`config.mk`:
```
export PLATFORM = sky130hd
export DESIGN_NAME = branch_predictor_unit
export DESIGN_NICKNAME = d
export VERILOG_FILES = /design/src/rtl/bp_pkg.sv /design/src/rtl/sat_counter2.sv /design/src/rtl/branch_predictor_unit.sv
export SDC_FILE = /design/constraint.sdc
export NUM_CORES = 1
export LEC_CHECK = 0
export CORE_MARGIN = 3
export CORE_UTILIZATION = 47
export DETAILED_ROUTE_END_ITERATION = 12
export GPL_TIMING_DRIVEN = 0
export PLACE_DENSITY = 0.81
export SYNTH_ARGS = -nofsm -noshare
export SYNTH_HDL_FRONTEND = slang
export SYNTH_SLANG_ARGS = --single-unit
```
`constraint.sdc`:
```
create_clock -name clk_i -period 2.6 [get_ports clk_i]
set_input_delay 0.52 -clock clk_i [delete_from_list [all_inputs] [get_ports clk_i]]
set_output_delay 0.52 -clock clk_i [all_outputs]
set_load 0.03 [all_outputs]
```
`src/rtl/bp_pkg.sv`:
```
// bp_pkg: 2-bit branch counter encodings, reset default and step function.
package bp_pkg;
  localparam logic [1:0] BP_SNT = 2'b00;
  localparam logic [1:0] BP_WNT = 2'b01;
  localparam logic [1:0] BP_WT = 2'b10;
  localparam logic [1:0] BP_ST = 2'b11;
  localparam logic [1:0] CNT_INIT = BP_ST;
  function automatic logic [1:0] bp_next(input logic [1:0] cnt, input logic taken);
    return taken ? ((cnt == BP_ST) ? BP_ST : cnt + 2'd1)
                 : ((cnt == BP_SNT) ? BP_SNT : cnt - 2'd1);
  endfunction
endpackage

```
`src/rtl/sat_counter2.sv`:
```
// sat_counter2: one predictor table entry, a saturating 2-bit counter.
module sat_counter2
  import bp_pkg::*;
#(
  parameter logic [1:0] INIT = CNT_INIT
) (
  input  logic       clk_i,
  input  logic       rst_i,
  input  logic       en_i,
  input  logic       taken_i,
  output logic [1:0] cnt_o
);
  logic [1:0] r_cnt;
  always_ff @(posedge clk_i or negedge rst_i)
    if (!rst_i) r_cnt <= INIT;
    else if (en_i) r_cnt <= bp_next(r_cnt, taken_i);
  assign cnt_o = r_cnt;
endmodule

```
`src/rtl/branch_predictor_unit.sv`:
```
// branch_predictor_unit: beq predictor with a counter table read in ID,
// resolved and updated in EX, plus saturating hit/miss statistics.
module branch_predictor_unit
  import bp_pkg::*;
#(
  parameter int         INDEX_BITS = 4,
  parameter logic [1:0] CNT_INIT   = bp_pkg::CNT_INIT,
  parameter int         STAT_W     = 16
) (
  input  logic              clk_i,
  input  logic              rst_i,
  input  logic              stall_i,
  input  logic              id_branch_i,
  input  logic [31:0]       id_pc_i,
  output logic              predict_taken_o,
  input  logic              ex_branch_i,
  input  logic [31:0]       ex_pc_i,
  input  logic              ex_predicted_i,
  input  logic              ex_zero_i,
  output logic              mispredict_o,
  output logic              redirect_taken_o,
  output logic [STAT_W-1:0] branch_cnt_o,
  output logic [STAT_W-1:0] miss_cnt_o
);
  localparam int N = 2 ** INDEX_BITS;
  logic [INDEX_BITS-1:0] w_idx_id, w_idx_ex;
  logic [1:0]            w_cnt [N];
  logic [N-1:0]          w_pred, w_lsb;
  logic                  w_upd, w_unused;
  logic [STAT_W-1:0]     r_branch_cnt, r_miss_cnt;
  assign w_idx_id = id_pc_i[INDEX_BITS+1:2];
  assign w_idx_ex = ex_pc_i[INDEX_BITS+1:2];
  assign w_upd    = ex_branch_i & ~stall_i;
  genvar g;
  for (g = 0; g < N; g++) begin : g_tbl
    sat_counter2 #(.INIT(CNT_INIT)) u_cnt (
      .clk_i  (clk_i),
      .rst_i  (rst_i),
      .en_i   (w_upd && (w_idx_ex == INDEX_BITS'(g))),
      .taken_i(ex_zero_i),
      .cnt_o  (w_cnt[g])
    );
    assign w_pred[g] = w_cnt[g][1];
    assign w_lsb[g]  = w_cnt[g][0];
  end
  // The ID read sees the pre-update entry; no bypass from the EX write.
  assign predict_taken_o  = id_branch_i & w_pred[w_idx_id];
  assign mispredict_o     = ex_branch_i & (ex_predicted_i != ex_zero_i);
  assign redirect_taken_o = ex_zero_i;
  always_ff @(posedge clk_i or negedge rst_i)
    if (!rst_i) begin
      r_branch_cnt <= '0;
      r_miss_cnt   <= '0;
    end else if (w_upd) begin
      if (~&r_branch_cnt) r_branch_cnt <= r_branch_cnt + STAT_W'(1);
      if (mispredict_o && ~&r_miss_cnt) r_miss_cnt <= r_miss_cnt + STAT_W'(1);
    end
  assign branch_cnt_o = r_branch_cnt;
  assign miss_cnt_o   = r_miss_cnt;
  assign w_unused = ^{id_pc_i[31:INDEX_BITS+2], id_pc_i[1:0],
                      ex_pc_i[31:INDEX_BITS+2], ex_pc_i[1:0], w_lsb};
endmodule

```
==> flow_summary.ini, run 1 <==
[clock_network]
htree_levels = 3
clk_path_buf_depth = 2
cts_tree = yes
cts_made_buffers = 9
clock_latency_ps = 340
cts_root_buf = clkbuf_8
clk_pin_slew_worst_paths_ps = 70
numClockSinks = 64
post_cts_buffers = 0

[floorplanning]
die_y_um = 90.2
num_io_pins = 106
die-area_mm2 = 0.00814
row_count = 30
core_mm2 = 0.00683
die_x_um = 90.2
initial_core_util = 0.488

[detailed_routing]
drc = 0
ant_nets = 0
wl_per_cell_um = 14.4
wl_met2_um = 3630
vias_per_cell = 5.49
dr.pass1.iters = 4
wl_um = 7230
vias = 2749
dr_wl_met3_um = 221
drt_iter0_drc = 202
wl_met1_um = 3320
dr.max_layer_used = met4

[logic_synthesis]
synth-edff-count = 0
yosys_warnings = 0
synth_fp_nets = 413
syn_area_mm2 = 0.00333
ys.flop_type = dfstp_2
async_reset_ff_frac = 1.00
yosys.cell_types.count = 47
syn_avg_cell_area_um2 = 9.80
netlist_instances = 340
yosysSeqAreaShare = 0.492
synth_seq_cells = 64

[global_routing]
track_usage = 0.195
grt_pass1_vias = 2751
overflow = 0
antenna_found_initial = 0
grt_max_degree = 65
grt_pass1_wl_um = 13100

[worst_hold_path]
min_path_type = primary input to asynchronous set/reset pin

[placed_design]
dpl_cell_area_mm2 = 0.00394
dp_hpwl_um = 5130
routabilityCongestion = 0.844
numPortBuffers = 49
dp_slack_ps = -845

[power]
p_total_mw = 2.84
p_leak_nw = 1.65
p_sw_uw = 912
p_comb_frac = 0.231
power_density_mw_per_mm2 = 688
p_seq_frac = 0.468
ir_drop_mv = 0.457
switching_share = 0.321
cell_internal_pwr_mw = 1.93
clkPwrFrac = 0.301

[setup_path]
crit_chain = buf_2 > mux4_2 > mux4_2 > and2_1 > buf_2
worstSetupPathType = primary input to primary output
required_ps = 2080
regToRegSetupSlack_ps = 560
slowest_stage = mux4_2
endpoint_kind = primary output
worstPathArrival_ps = 2030
slowest_delay_ps = 530
start_kind = primary input
reg2reg_from = miss_cnt_o[0]$_DFFE_PN0P_
startpoint = id_pc_i[3]
cp_max_fo = 4

[sta]
fin_crit_ps = 2550
maxSlewHeadroom = 0.464
setup_viol = 0
rsz0062_at_grt = no
worst_slack_ps = 53.4
hold_violations = 0
hold_ws_ps = 257
tightest_slew_ps = 803
fmax_ghz = 0.393
period_share = 0.979
slew_violations = 0
clock_skew_ps = 7.17

[run_status]
status = finished clean

[finish]
drive_gt1_frac = 0.168
fillerInstances = 582
final_cell_area_mm2 = 0.00413
fin_nets = 473
area_growth_pct = 24.0
antenna_cells = 0

[run]
max-cap-violations = 0
worst paths after layout:
path	end	cells past startpoint
min in group clk_i	miss_cnt_o[7]$_DFFE_PN0P_	1
worst min-delay path	branch_cnt_o[7]$_DFFE_PN0P_	1
worst max-delay path	predict_taken_o	5
max in group asynchronous	miss_cnt_o[7]$_DFFE_PN0P_	1
worst min register to register	miss_cnt_o[7]$_DFFE_PN0P_	1
worst max register to register	miss_cnt_o[15]$_DFFE_PN0P_	6
power by group through the flow:
| stage | clock network, mW | logic, mW | registers (mW) |
|---|---|---|---|
| 6_report | 0.855 | 0.657 | 1.33 |
| 5_1_grt | 0.917 | 0.714 | 1.36 |
| 4_1_cts | 0.868 | 0.664 | 1.33 |
| 3_5_place_dp | 0 | 0.663 | 1.35 |
| 3_3_place_gp | 0 | 0.645 | 1.33 |
| 2_1_floorplan | 0 | 0.244 | 1.47 |
cell usage in the layout (no fill, tap or decap), types with 2 or more instances in the layout:
master           Yosys  routed
mux4_2               5       5
o31ai_1              3       3
nand2b_1             3       3
a21oi_1             13      13
ha_1                 2       2
nor3_1               7       7
o211ai_1             2       2
nand4_1              7       7
a221oi_1             3       3
o21bai_1             4       4
nor2b_1              4       4
dfstp_2             32      32
nand2_1             38      38
clkdlybuf4s50_1      0      44
buf_2                0       3
inv_1               12      12
nand3_1             16      16
a211oi_1             6       5
clkinv_2             0       2
nor2_1              35      35
xor2_1              12      12
dfrtp_1             32      32
buf_4                1       2
and3_1               4       4
and2_1               5       5
and4_1               2       2
o21ai_0             37      37
o21a_1               2       2
clkbuf_8             0      10
xnor2_1             14      14
maj3_1               5       5
clkbuf_1             8       9
a31oi_1              8       8
cells by family (layout without fill, tap and decap cells):
| family | Yosys count | after routing | synth area share |
|---|---|---|---|
| adder cells (fa/ha/maj) | 7 | 7 | 0.0225 |
| XOR/XNOR | 26 | 26 | 0.0683 |
| multiplexers | 8 | 8 | 0.0447 |
| buffers and inverters | 21 | 86 | 0.0248 |
| flip-flops | 64 | 64 | 0.492 |
| AO/OA/AOI/OAI | 83 | 83 | 0.154 |
| AND/OR/NAND/NOR | 131 | 131 | 0.194 |
synth_stat cells, drive strengths merged (2+ instances only):
cell type / count / area share
a211oi: 6 / 0.014
a21oi: 13 / 0.020
a221oi: 3 / 0.0079
a31oi: 8 / 0.015
and2: 5 / 0.0094
and3: 4 / 0.0075
and4: 2 / 0.0053
clkbuf: 8 / 0.0090
dfrtp: 32 / 0.24
dfstp: 32 / 0.25
ha: 2 / 0.0075
inv: 12 / 0.014
maj3: 5 / 0.015
mux2: 2 / 0.0079
mux4: 5 / 0.034
nand2: 38 / 0.043
nand2b: 3 / 0.0056
nand3: 16 / 0.024
nand4: 8 / 0.017
nor2: 35 / 0.039
nor2b: 4 / 0.0075
nor3: 7 / 0.011
o211ai: 2 / 0.0045
o21a: 2 / 0.0045
o21ai: 37 / 0.056
o21bai: 4 / 0.0090
o31ai: 3 / 0.0068
or4: 2 / 0.0056
xnor2: 14 / 0.037
xor2: 12 / 0.032
state kept, by name (all words and copies together) (netlist names):
signal	flops
g_tbl.u_cnt.cnt_o	32
branch_cnt_o	16
miss_cnt_o	16
metrics by stage:
step / setup TNS (ps) / cells / util
floorplan: 0 / 340 / -
global placement: -45860 / 485 / 0.577
detailed placement: -2620 / 485 / 0.577
CTS: 0 / 501 / 0.604
global route: 0 / 501 / 0.605
finish: 0 / 501 / 0.605
what timing repair did:
item                                    4_1_cts  5_1_grt
gates resized for setup                      15        1
pin swaps                                     0        0
gates cloned                                  0        0
endpoints found under the setup margin        3        1
hold buffers                                  0        0
worst max-delay path, delay by kind of cell:
family / cells / cell delay (ps)
buffers and inverters: 2 / 330
and+or+nand+nor: 1 / 160
muxes: 2 / 1010
area by class of cell:
cell class / count / area (um^2) / area share
Inverter: 12 / 45.0 / 0.0109
Tap cell: 96 / 120 / 0.0291
Clock inverter: 5 / 56.3 / 0.0136
Buffer: 9 / 37.5 / 0.00908
Sequential cell: 64 / 1640 / 0.397
Clock buffer: 11 / 141 / 0.0342
Multi-Input combinational cell: 255 / 1620 / 0.392
Timing Repair Buffer: 49 / 472 / 0.114
per-layer routing:
layer	track usage	vias to the layer above
met3	0.0351	5
met4	0.0714	0
met1	0.256	1354
met5	0	-
li1	-	1343
met2	0.322	47
No activity file was read; power rests on OpenSTA's default activity.
==> run 2: changes to the inputs <==
- CORE_ASPECT_RATIO: not set -> 0.8
==> run 2 against run 1 <==
  * Cell count down 2.6%
  * Sequential cell count unchanged
  * Die area barely moved
  * Critical path type unchanged
==> flow_summary.ini, run 2 (synthesized netlist as in run 1, its figures left out) <==
[global_routing]
antenna_found_initial = 0
overflow = 0
grtUsageMet3 = 0.0627
grt_pass1_vias = 2775
grt_pass1_wl_um = 12700
use_met1 = 0.259
track_usage = 0.196
use_met2 = 0.308
grt_max_degree = 65
busiest_layer = met2

[power]
ir_drop_mv = 0.614
p_leak_nw = 1.66
p_total_mw = 2.95
power_density_mw_per_mm2 = 713

[detailed_routing]
ant_nets = 0
drc = 0
wl_um = 7450
drt_iter0_drc = 166
wl_per_cell_um = 15.3
dr.pass1.iters = 4
vias = 2803
vias_per_cell = 5.74

[floorplanning]
core_mm2 = 0.00664
row_count = 26
initial_core_util = 0.502
num_io_pins = 106
die_x_um = 100
die-area_mm2 = 0.00814
die_y_um = 81.3

[finish]
fin_nets = 473
fillerInstances = 558
largest_reg_flops = 32
layout.cells.non_filler = 488
layout_common_cells = clkdlybuf4s50_1 (44), nand2_1 (38), o21ai_0 (37)
final_util = 0.623
antenna_cells = 0
drive_gt1_frac = 0.163
area_growth_pct = 24.1
layout_commonest_cell = clkdlybuf4s50_1

[clock_network]
cts_made_buffers = 9
clk_path_buf_depth = 2
clock_latency_ps = 330
clk_pin_slew_worst_paths_ps = 70
htree_levels = 3
cts_root_buf = clkbuf_8
numClockSinks = 64
hold_buffers = 0
cts_tree = yes

[sta]
setup_viol = 0
hold_violations = 0
fmax_ghz = 0.396
hold_ws_ps = 281
clock_skew_ps = 3.46
period_share = 0.972
rsz0062_at_grt = no
tightest_slew_ps = 813
slew_violations = 0
fin_crit_ps = 2530
maxSlewHeadroom = 0.456

[setup_path]
crit_end = predict_taken_o
crit_chain = buf_2 > mux4_2 > mux4_2 > and2_1 > buf_2
slowest_delay_ps = 540
regToRegSetupSlack_ps = 540
r2r_end = miss_cnt_o[15]$_DFFE_PN0P_
worstPathArrival_ps = 2010
required_ps = 2080
startpoint = id_pc_i[3]
worstSetupPathType = primary input to primary output
endpoint_kind = primary output
reg2reg_from = miss_cnt_o[0]$_DFFE_PN0P_
slowest_stage = mux4_2
cp_max_fo = 4
start_kind = primary input
ff2ff_path_depth = 6

[placed_design]
routabilityCongestion = 0.773
numPortBuffers = 49
dp_hpwl_um = 5260
placed_cells = 473

[run_status]
status = finished clean

[run]
max-cap-violations = 0

[worst_hold_path]
min_path_type = primary input to asynchronous set/reset pin
## run 2: changes by cell type in the layout (fill, tap and decap cells not counted)
| cell | previous run | this run |
|---|---|---|
| a211oi_1 | 5 | 6 |
| a211oi_2 | 1 | 0 |
| bufinv_16 | 1 | 2 |
| clkbuf_8 | 10 | 11 |
| clkinv_2 | 2 | 1 |
| clkinv_4 | 1 | 0 |
| clkinvlp_4 | 1 | 0 |
## run 2: timing repair
| item | 4_1_cts | 5_1_grt |
|---|---|---|
| endpoints found under the setup margin | 5 | 1 |
| hold endpoints to repair | 0 | 0 |
| setup buffers | 0 | 0 |
| gates resized for setup | 11 | 6 |
## run 2: final cells by class
class	count	area, um^2	area share
Multi-Input combinational cell	255	1620	0.391
Clock buffer	12	155	0.0375
Timing Repair Buffer	49	472	0.114
Buffer	9	37.5	0.00907
Clock inverter	3	65.1	0.0157
Inverter	12	45.0	0.0109
Tap cell	84	105	0.0254
Sequential cell	64	1640	0.397
## run 2: worst min path at each step
stage | slack [ps] | to | depth (start not counted) | from
global placement | 480 | g_tbl[4].u_cnt.cnt_o[0]$_DFFE_PN1P_ | 2 | g_tbl[4].u_cnt.cnt_o[0]$_DFFE_PN1P_
global route | 330 | branch_cnt_o[12]$_DFFE_PN0P_ | 1 | rst_i
CTS | 300 | miss_cnt_o[7]$_DFFE_PN0P_ | 1 | rst_i
finish | 280 | branch_cnt_o[11]$_DFFE_PN0P_ | 1 | rst_i
detailed placement | 490 | g_tbl[15].u_cnt.cnt_o[1]$_DFFE_PN1P_ | 2 | g_tbl[15].u_cnt.cnt_o[1]$_DFFE_PN1P_
floorplan | 220 | branch_cnt_o[0]$_DFFE_PN0P_ | 0 | rst_i
## run 2: stage by stage
| step | setup slack [ps] | area [um^2] | setup TNS [ps] |
|---|---|---|---|
| floorplan | 385 | 3330 | 0 |
| global placement | -1050 | 3930 | -46300 |
| detailed placement | -846 | 3930 | -3900 |
| CTS | -144 | 4160 | -144 |
| global route | 18.6 | 4140 | 0 |
| finish | 73.7 | 4140 | 0 |
## run 2: report_power, final
part,internal [mW],leakage [nW],switching (mW)
clock network,0.586,0.112,0.368
logic,0.297,0.793,0.364
registers,1.17,0.759,0.166
## run 2: metal layers
metal / part of all wire / up-vias
met5: 0 / -
met4: 0.0079 / 0
met3: 0.059 / 7
met2: 0.47 / 75
met1: 0.46 / 1383
li1: - / 1338
## run 2: critical path: cells and delay by family
| family | cells | cell delay (ps) |
|---|---|---|
| buf+inv | 2 | 330 |
| mux | 2 | 1000 |
| simple gates | 1 | 160 |
